===== src/rtl/ped_tick_conditioner.sv =====
// Pedestrian button conditioner and one-second roll tick for the traffic-light sequencer.
// Optional request lockout after an accepted press is enabled by defining PED_LOCKOUT_EN.
module ped_tick_conditioner #(
    parameter int TICK_DIV        = 10000000,
    parameter int DEBOUNCE_CYCLES = 200000,
    parameter int LOCKOUT_TICKS   = 23
) (
    input  logic clk,
    input  logic reset_n,
    input  logic btn_raw,
    output logic roll,
    output logic btn,
    output logic btn_level,
    output logic lockout_active
);

    // state        | meaning
    // IDLE         | debounced level low, waiting for btn_s high
    // PRESS_WAIT   | btn_s high, counting stable cycles before accepting press
    // HELD         | debounced level high, waiting for btn_s low
    // RELEASE_WAIT | btn_s low, counting stable cycles before accepting release

    localparam int TW = (TICK_DIV > 1) ? $clog2(TICK_DIV) : 1;
    localparam int DW = (DEBOUNCE_CYCLES > 1) ? $clog2(DEBOUNCE_CYCLES) : 1;
    localparam logic [TW-1:0] TICK_LAST = TW'(TICK_DIV - 1);
    localparam logic [DW-1:0] DB_LAST   = DW'(DEBOUNCE_CYCLES - 1);

    typedef enum logic [1:0] {
        IDLE         = 2'd0,
        PRESS_WAIT   = 2'd1,
        HELD         = 2'd2,
        RELEASE_WAIT = 2'd3
    } db_state_t;

    logic            sync_meta;
    logic            btn_s;
    logic [TW-1:0]   tick_cnt;
    logic            tick_last;
    db_state_t       state;
    db_state_t       state_nxt;
    logic [DW-1:0]   db_cnt;
    logic [DW-1:0]   db_cnt_nxt;
    logic            level_nxt;
    logic            accept;
    logic            accept_ok;
    logic            pending;
    logic            fire_req;
    logic            fire;

    always_ff @(posedge clk or negedge reset_n) begin
        if (!reset_n) begin
            sync_meta <= 1'b0;
            btn_s     <= 1'b0;
        end else begin
            sync_meta <= btn_raw;
            btn_s     <= sync_meta;
        end
    end

    assign tick_last = (tick_cnt == TICK_LAST);

    always_ff @(posedge clk or negedge reset_n) begin
        if (!reset_n) begin
            tick_cnt <= '0;
            roll     <= 1'b0;
        end else begin
            tick_cnt <= tick_last ? '0 : tick_cnt + TW'(1);
            roll     <= tick_last;
        end
    end

    always_comb begin
        state_nxt  = state;
        db_cnt_nxt = db_cnt;
        level_nxt  = btn_level;
        accept     = 1'b0;
        case (state)
            IDLE: begin
                if (btn_s) begin
                    state_nxt  = PRESS_WAIT;
                    db_cnt_nxt = '0;
                end
            end
            PRESS_WAIT: begin
                if (!btn_s) begin
                    state_nxt = IDLE;
                end else if (db_cnt == DB_LAST) begin
                    state_nxt = HELD;
                    level_nxt = 1'b1;
                    accept    = 1'b1;
                end else begin
                    db_cnt_nxt = db_cnt + DW'(1);
                end
            end
            HELD: begin
                if (!btn_s) begin
                    state_nxt  = RELEASE_WAIT;
                    db_cnt_nxt = '0;
                end
            end
            RELEASE_WAIT: begin
                // a bounce back high returns to HELD silently: no second press event
                if (btn_s) begin
                    state_nxt = HELD;
                end else if (db_cnt == DB_LAST) begin
                    state_nxt = IDLE;
                    level_nxt = 1'b0;
                end else begin
                    db_cnt_nxt = db_cnt + DW'(1);
                end
            end
            default: begin
                state_nxt  = IDLE;
                db_cnt_nxt = '0;
                level_nxt  = 1'b0;
            end
        endcase
    end

    always_ff @(posedge clk or negedge reset_n) begin
        if (!reset_n) begin
            state     <= IDLE;
            db_cnt    <= '0;
            btn_level <= 1'b0;
        end else begin
            state     <= state_nxt;
            db_cnt    <= db_cnt_nxt;
            btn_level <= level_nxt;
        end
    end

`ifdef PED_LOCKOUT_EN
    localparam int LW = (LOCKOUT_TICKS > 0) ? $clog2(LOCKOUT_TICKS + 1) : 1;
    localparam logic [LW-1:0] LOCK_LOAD = LW'(LOCKOUT_TICKS);

    logic [LW-1:0] lock_cnt;

    assign lockout_active = (lock_cnt != '0);
    assign accept_ok      = accept && !lockout_active;

    always_ff @(posedge clk or negedge reset_n) begin
        if (!reset_n) begin
            lock_cnt <= '0;
        end else if (fire) begin
            lock_cnt <= LOCK_LOAD;
        end else if (roll && (lock_cnt != '0)) begin
            lock_cnt <= lock_cnt - LW'(1);
        end
    end
`else
    logic lock_unused;

    assign lock_unused    = (LOCKOUT_TICKS != 0);
    assign lockout_active = 1'b0;
    assign accept_ok      = accept;
`endif

    // roll wins a collision; the press is deferred one cycle (TICK_DIV >= 2 keeps it clear of the next roll)
    assign fire_req = accept_ok || pending;
    assign fire     = fire_req && !tick_last;

    always_ff @(posedge clk or negedge reset_n) begin
        if (!reset_n) begin
            btn     <= 1'b0;
            pending <= 1'b0;
        end else begin
            btn     <= fire;
            pending <= fire_req && tick_last;
        end
    end

endmodule


===== config.mk =====
export PLATFORM = sky130hd
export DESIGN_NAME = ped_tick_conditioner
export DESIGN_NICKNAME = d
export VERILOG_FILES = /design/src/rtl/ped_tick_conditioner.sv
export SDC_FILE = /design/constraint.sdc
export NUM_CORES = 1
export LEC_CHECK = 0
export ABC_CLOCK_PERIOD_IN_PS = 2660
export CAP_MARGIN = 5
export CORE_MARGIN = 2
export CORE_UTILIZATION = 55
export CTS_CLUSTER_DIAMETER = 120
export CTS_CLUSTER_SIZE = 14
export DETAILED_ROUTE_END_ITERATION = 8
export GPL_TIMING_DRIVEN = 0
export PLACE_DENSITY = 0.72
export SETUP_SLACK_MARGIN = 0.02
export SLEW_MARGIN = 20
export SYNTH_ARGS = -nofsm -noshare
export SYNTH_HDL_FRONTEND = slang
export SYNTH_SLANG_ARGS = --single-unit
export TNS_END_PERCENT = 5

===== constraint.sdc =====
create_clock -name clk -period 2.66 [get_ports clk]
set_clock_uncertainty 0.2 [all_clocks]
set_input_delay 0.266 -clock clk [delete_from_list [all_inputs] [get_ports clk]]
set_output_delay 0.266 -clock clk [all_outputs]
set_load 0.01 [all_outputs]

==> impl_metrics.tcl <==
set metrics [dict create \
    slew_viol_final 0 \
    yosysTopAreaCell "dfrtp_1" \
    pre_cts_ws_ns 0.2011 \
    p_int_mw 1.024 \
    worstPathRequired_ns 2.64 \
    cts_resized 0 \
    root_buffer "clkbuf_8" \
    sw_frac_of_total_pct 23.05 \
    start_util_pct 57.42 \
    ff2ff_setup_slack_ns 0.22 \
    min_from "sync_meta$_DFF_PN0_" \
    hold_viol 0 \
    track_usage_pct 20.48 \
    power.share.clock_pct 33.6 \
    core_area_um2 4384 \
    synthCells 252 \
    p_per_area_nw_per_um2 482.6 \
    io_buffer_count 5 \
    combPwrFrac_pct 6.0 \
    tightestPinTransition_ns 0.6947 \
    reg2regPathDepth 7 \
    dieArea_um2 5134 \
    ys_warn_count 0 \
    ys_seq_area_share_pct 49.70 \
    power_mw 1.330 \
    synth_top_area_share_pct 49.70 \
    ioPinCount 7 \
    switching_power_uw 306.6 \
    ir_drop_uv 298.4 \
    cp-end-kind "register" \
    yosys-top-cells-area "dfrtp_1 (50%), xnor2_1 (6.3%), nand4_1 (3.2%), nand3_1 (3.0%), nor2_1 (3.0%)" \
    dpl.hpwl_um 3331 \
    worstReg2RegEnd "tick_cnt[7]$_DFF_PN0_" \
    synth_most_common_cell "dfrtp_1" \
    num_vias 1835 \
    hold_path_depth 0 \
    grt_max_degree 30 \
    async_flop_share_pct 100.0 \
    setup_ws_ns 0.2180 \
    grt_pass1_vias 1811 \
    htreeDepth 2 \
    p_leak_nw 1.184 \
    grt_overflow 0 \
    crit_top_cell "nor2_1" \
    syn-num-nets 257 \
    antenna_found_initial 0 \
    seq_power_share_pct 60.4 \
    n_antenna_cell 0 \
    setup_viol_count_final 0 \
    cts_tree "built" \
    max_stage_delay_ns 0.45 \
    synth_common_cells "dfrtp_1 (50), nor2_1 (20), xnor2_1 (18), nand2_1 (17), nand3_1 (15)" \
    routed_wl_um 4687 \
    clock_latency_ns 0.30 \
    netlist_area_um2 2517 \
    ys_ff_latch 50 \
    postSynthAreaPerCell_um2 9.990 \
    slew_headroom_pct 53.33 \
    outcome "completed" \
    r2r-start "tick_cnt[0]$_DFF_PN0_" \
    slowest_stage "nor2_1" \
    rsz0062_at_grt "no" \
    path_class "register to register" \
    post-route-drc-count 0 \
    ys_types 44 \
    crit_buf_inv 2 \
    ant_nets 0 \
    routed_via_density 5.752 \
    hold_buffers 1 \
    timing.fmax_ghz 0.4095 \
    syn_to_final_growth_pct 9.493 \
    drive_gt1_share_pct 8.614 \
    clockBufferDepth 2 \
    cts_sinks 50 \
    post_cts_buffers 0 \
    maxCapViolations 0 \
    fin_crit_sh_pct 91.81 \
    cp_max_fo 10 \
    nNetsFinal 271 \
    first_pass_iters 4 \
    grt_pass1_wl_um 8211 \
    crit_chain "ha_1, nand4_1, nor2_1, and3_1, clkbuf_1, buf_2, nor2_1" \
    place_congestion 0.8082 \
    wire_per_inst_um 14.69 \
    worstPathArrival_ns 2.43 \
    fp.dieW_um 71.66 \
    clkSlewWorstSetupHoldPaths_ns 0.08 \
    drtIter0Drc 107 \
    worst_setup_path_start_kind "register" \
    die_h_um 71.66 \
    synth_flop_cell "dfrtp_1" \
    num_rows 24 \
    min_to "btn_s$_DFF_PN0_" \
    path_delay_family "simple AND/OR/NAND/NOR gates" \
    cts_made_buffers 5 \
    synth-edff-count 0 \
    fin_crit_ns 2.442 \
    hold_class "register to register" \
]
==> area by class of cell <==
type | instances | area [um^2]
Clock buffer | 7 | 86.33
Tap cell | 52 | 65.06
Buffer | 10 | 42.54
Sequential cell | 50 | 1251
Clock inverter | 1 | 5.005
Multi-Input combinational cell | 182 | 1186
Timing Repair Buffer | 7 | 82.58
Inverter | 10 | 37.54
Fill cell | 363 | 1628
==> registers in the layout, indices dropped and copies added (netlist names), named ones only <==
| name | cells |
|---|---|
| roll | 1 |
| btn | 1 |
| pending | 1 |
| sync_meta | 1 |
| btn_level | 1 |
| tick_cnt | 24 |
| state | 1 |
| btn_s | 1 |
| db_cnt | 18 |
==> power groups by stage <==
stage               sequential [mW]  combinational (mW)  clock, mW
global route                  0.808              0.0895      0.490
detailed placement            0.818              0.0799          0
global placement              0.817              0.0745          0
finish                        0.804              0.0796      0.447
floorplan                     0.813              0.0488          0
CTS                           0.803              0.0811      0.466
==> logic make-up (layout without fill, tap and decap cells) <==
logic type                 Yosys count  after routing  share of synthesized area [%]
AOI/OAI and AO/OA                   35             35                          9.841
xor gates and xnor gates            22             22                          7.654
adders and majority gates            2              2                         0.9939
buffers and inverters               20             35                          3.181
DFF                                 50             50                          49.70
muxes                                8              8                          3.330
other                                1              1                         0.1490
and+or+nand+nor                    114            114                          25.15
==> routing by layer <==
metal | track usage, % | vias up | share of wire, %
met5 | 0 | - | 0
met2 | 33.02 | 22 | 47
met4 | 8.176 | 0 | 2.0
met1 | 26.83 | 868 | 49
met3 | 4.782 | 9 | 2.4
li1 | - | 936 | -
==> per-stage QoR <==
stage | setup TNS, ns | instance area [um^2] | hold WS [ns] | utilization [%] | std cells
2_1_floorplan | 0 | 2517 | -0.2296 | - | 252
3_3_place_gp | -14.97 | 2633 | 0.1333 | 60.05 | 309
3_5_place_dp | 0 | 2655 | 0.1412 | 60.56 | 310
4_1_cts | 0 | 2756 | 0.1601 | 62.87 | 319
5_1_grt | 0 | 2756 | 0.1709 | 62.87 | 319
6_report | 0 | 2756 | 0.1539 | 62.87 | 319
==> how the worst max path moves through the flow <==
stage                           start                      to  cells past startpoint
6_report        tick_cnt[0]$_DFF_PN0_   tick_cnt[7]$_DFF_PN0_                      7
5_1_grt         tick_cnt[0]$_DFF_PN0_   tick_cnt[3]$_DFF_PN0_                      7
4_1_cts         tick_cnt[0]$_DFF_PN0_   tick_cnt[7]$_DFF_PN0_                      7
3_5_place_dp    tick_cnt[0]$_DFF_PN0_   tick_cnt[7]$_DFF_PN0_                      7
3_3_place_gp                  reset_n  tick_cnt[16]$_DFF_PN0_                      1
2_1_floorplan  db_cnt[15]$_DFFE_PN0P_   db_cnt[0]$_DFFE_PN0P_                      5
==> placed cells by master, fill, tap and decap left out, drive strengths merged, types with 4 or more instances in the layout <==
cell type,instances
nor4,5
nor3,9
nand4,13
mux2i,5
a22o,6
xor2,4
or4,5
o21ai,4
clkbuf,15
and2,5
buf,4
clkdlybuf4s50,4
nand3,15
xnor2,18
a21oi,9
nor2,20
inv,10
dfrtp,50
nand2,17
a31o,4
or3,4
Power figures use the tool's default switching activity.
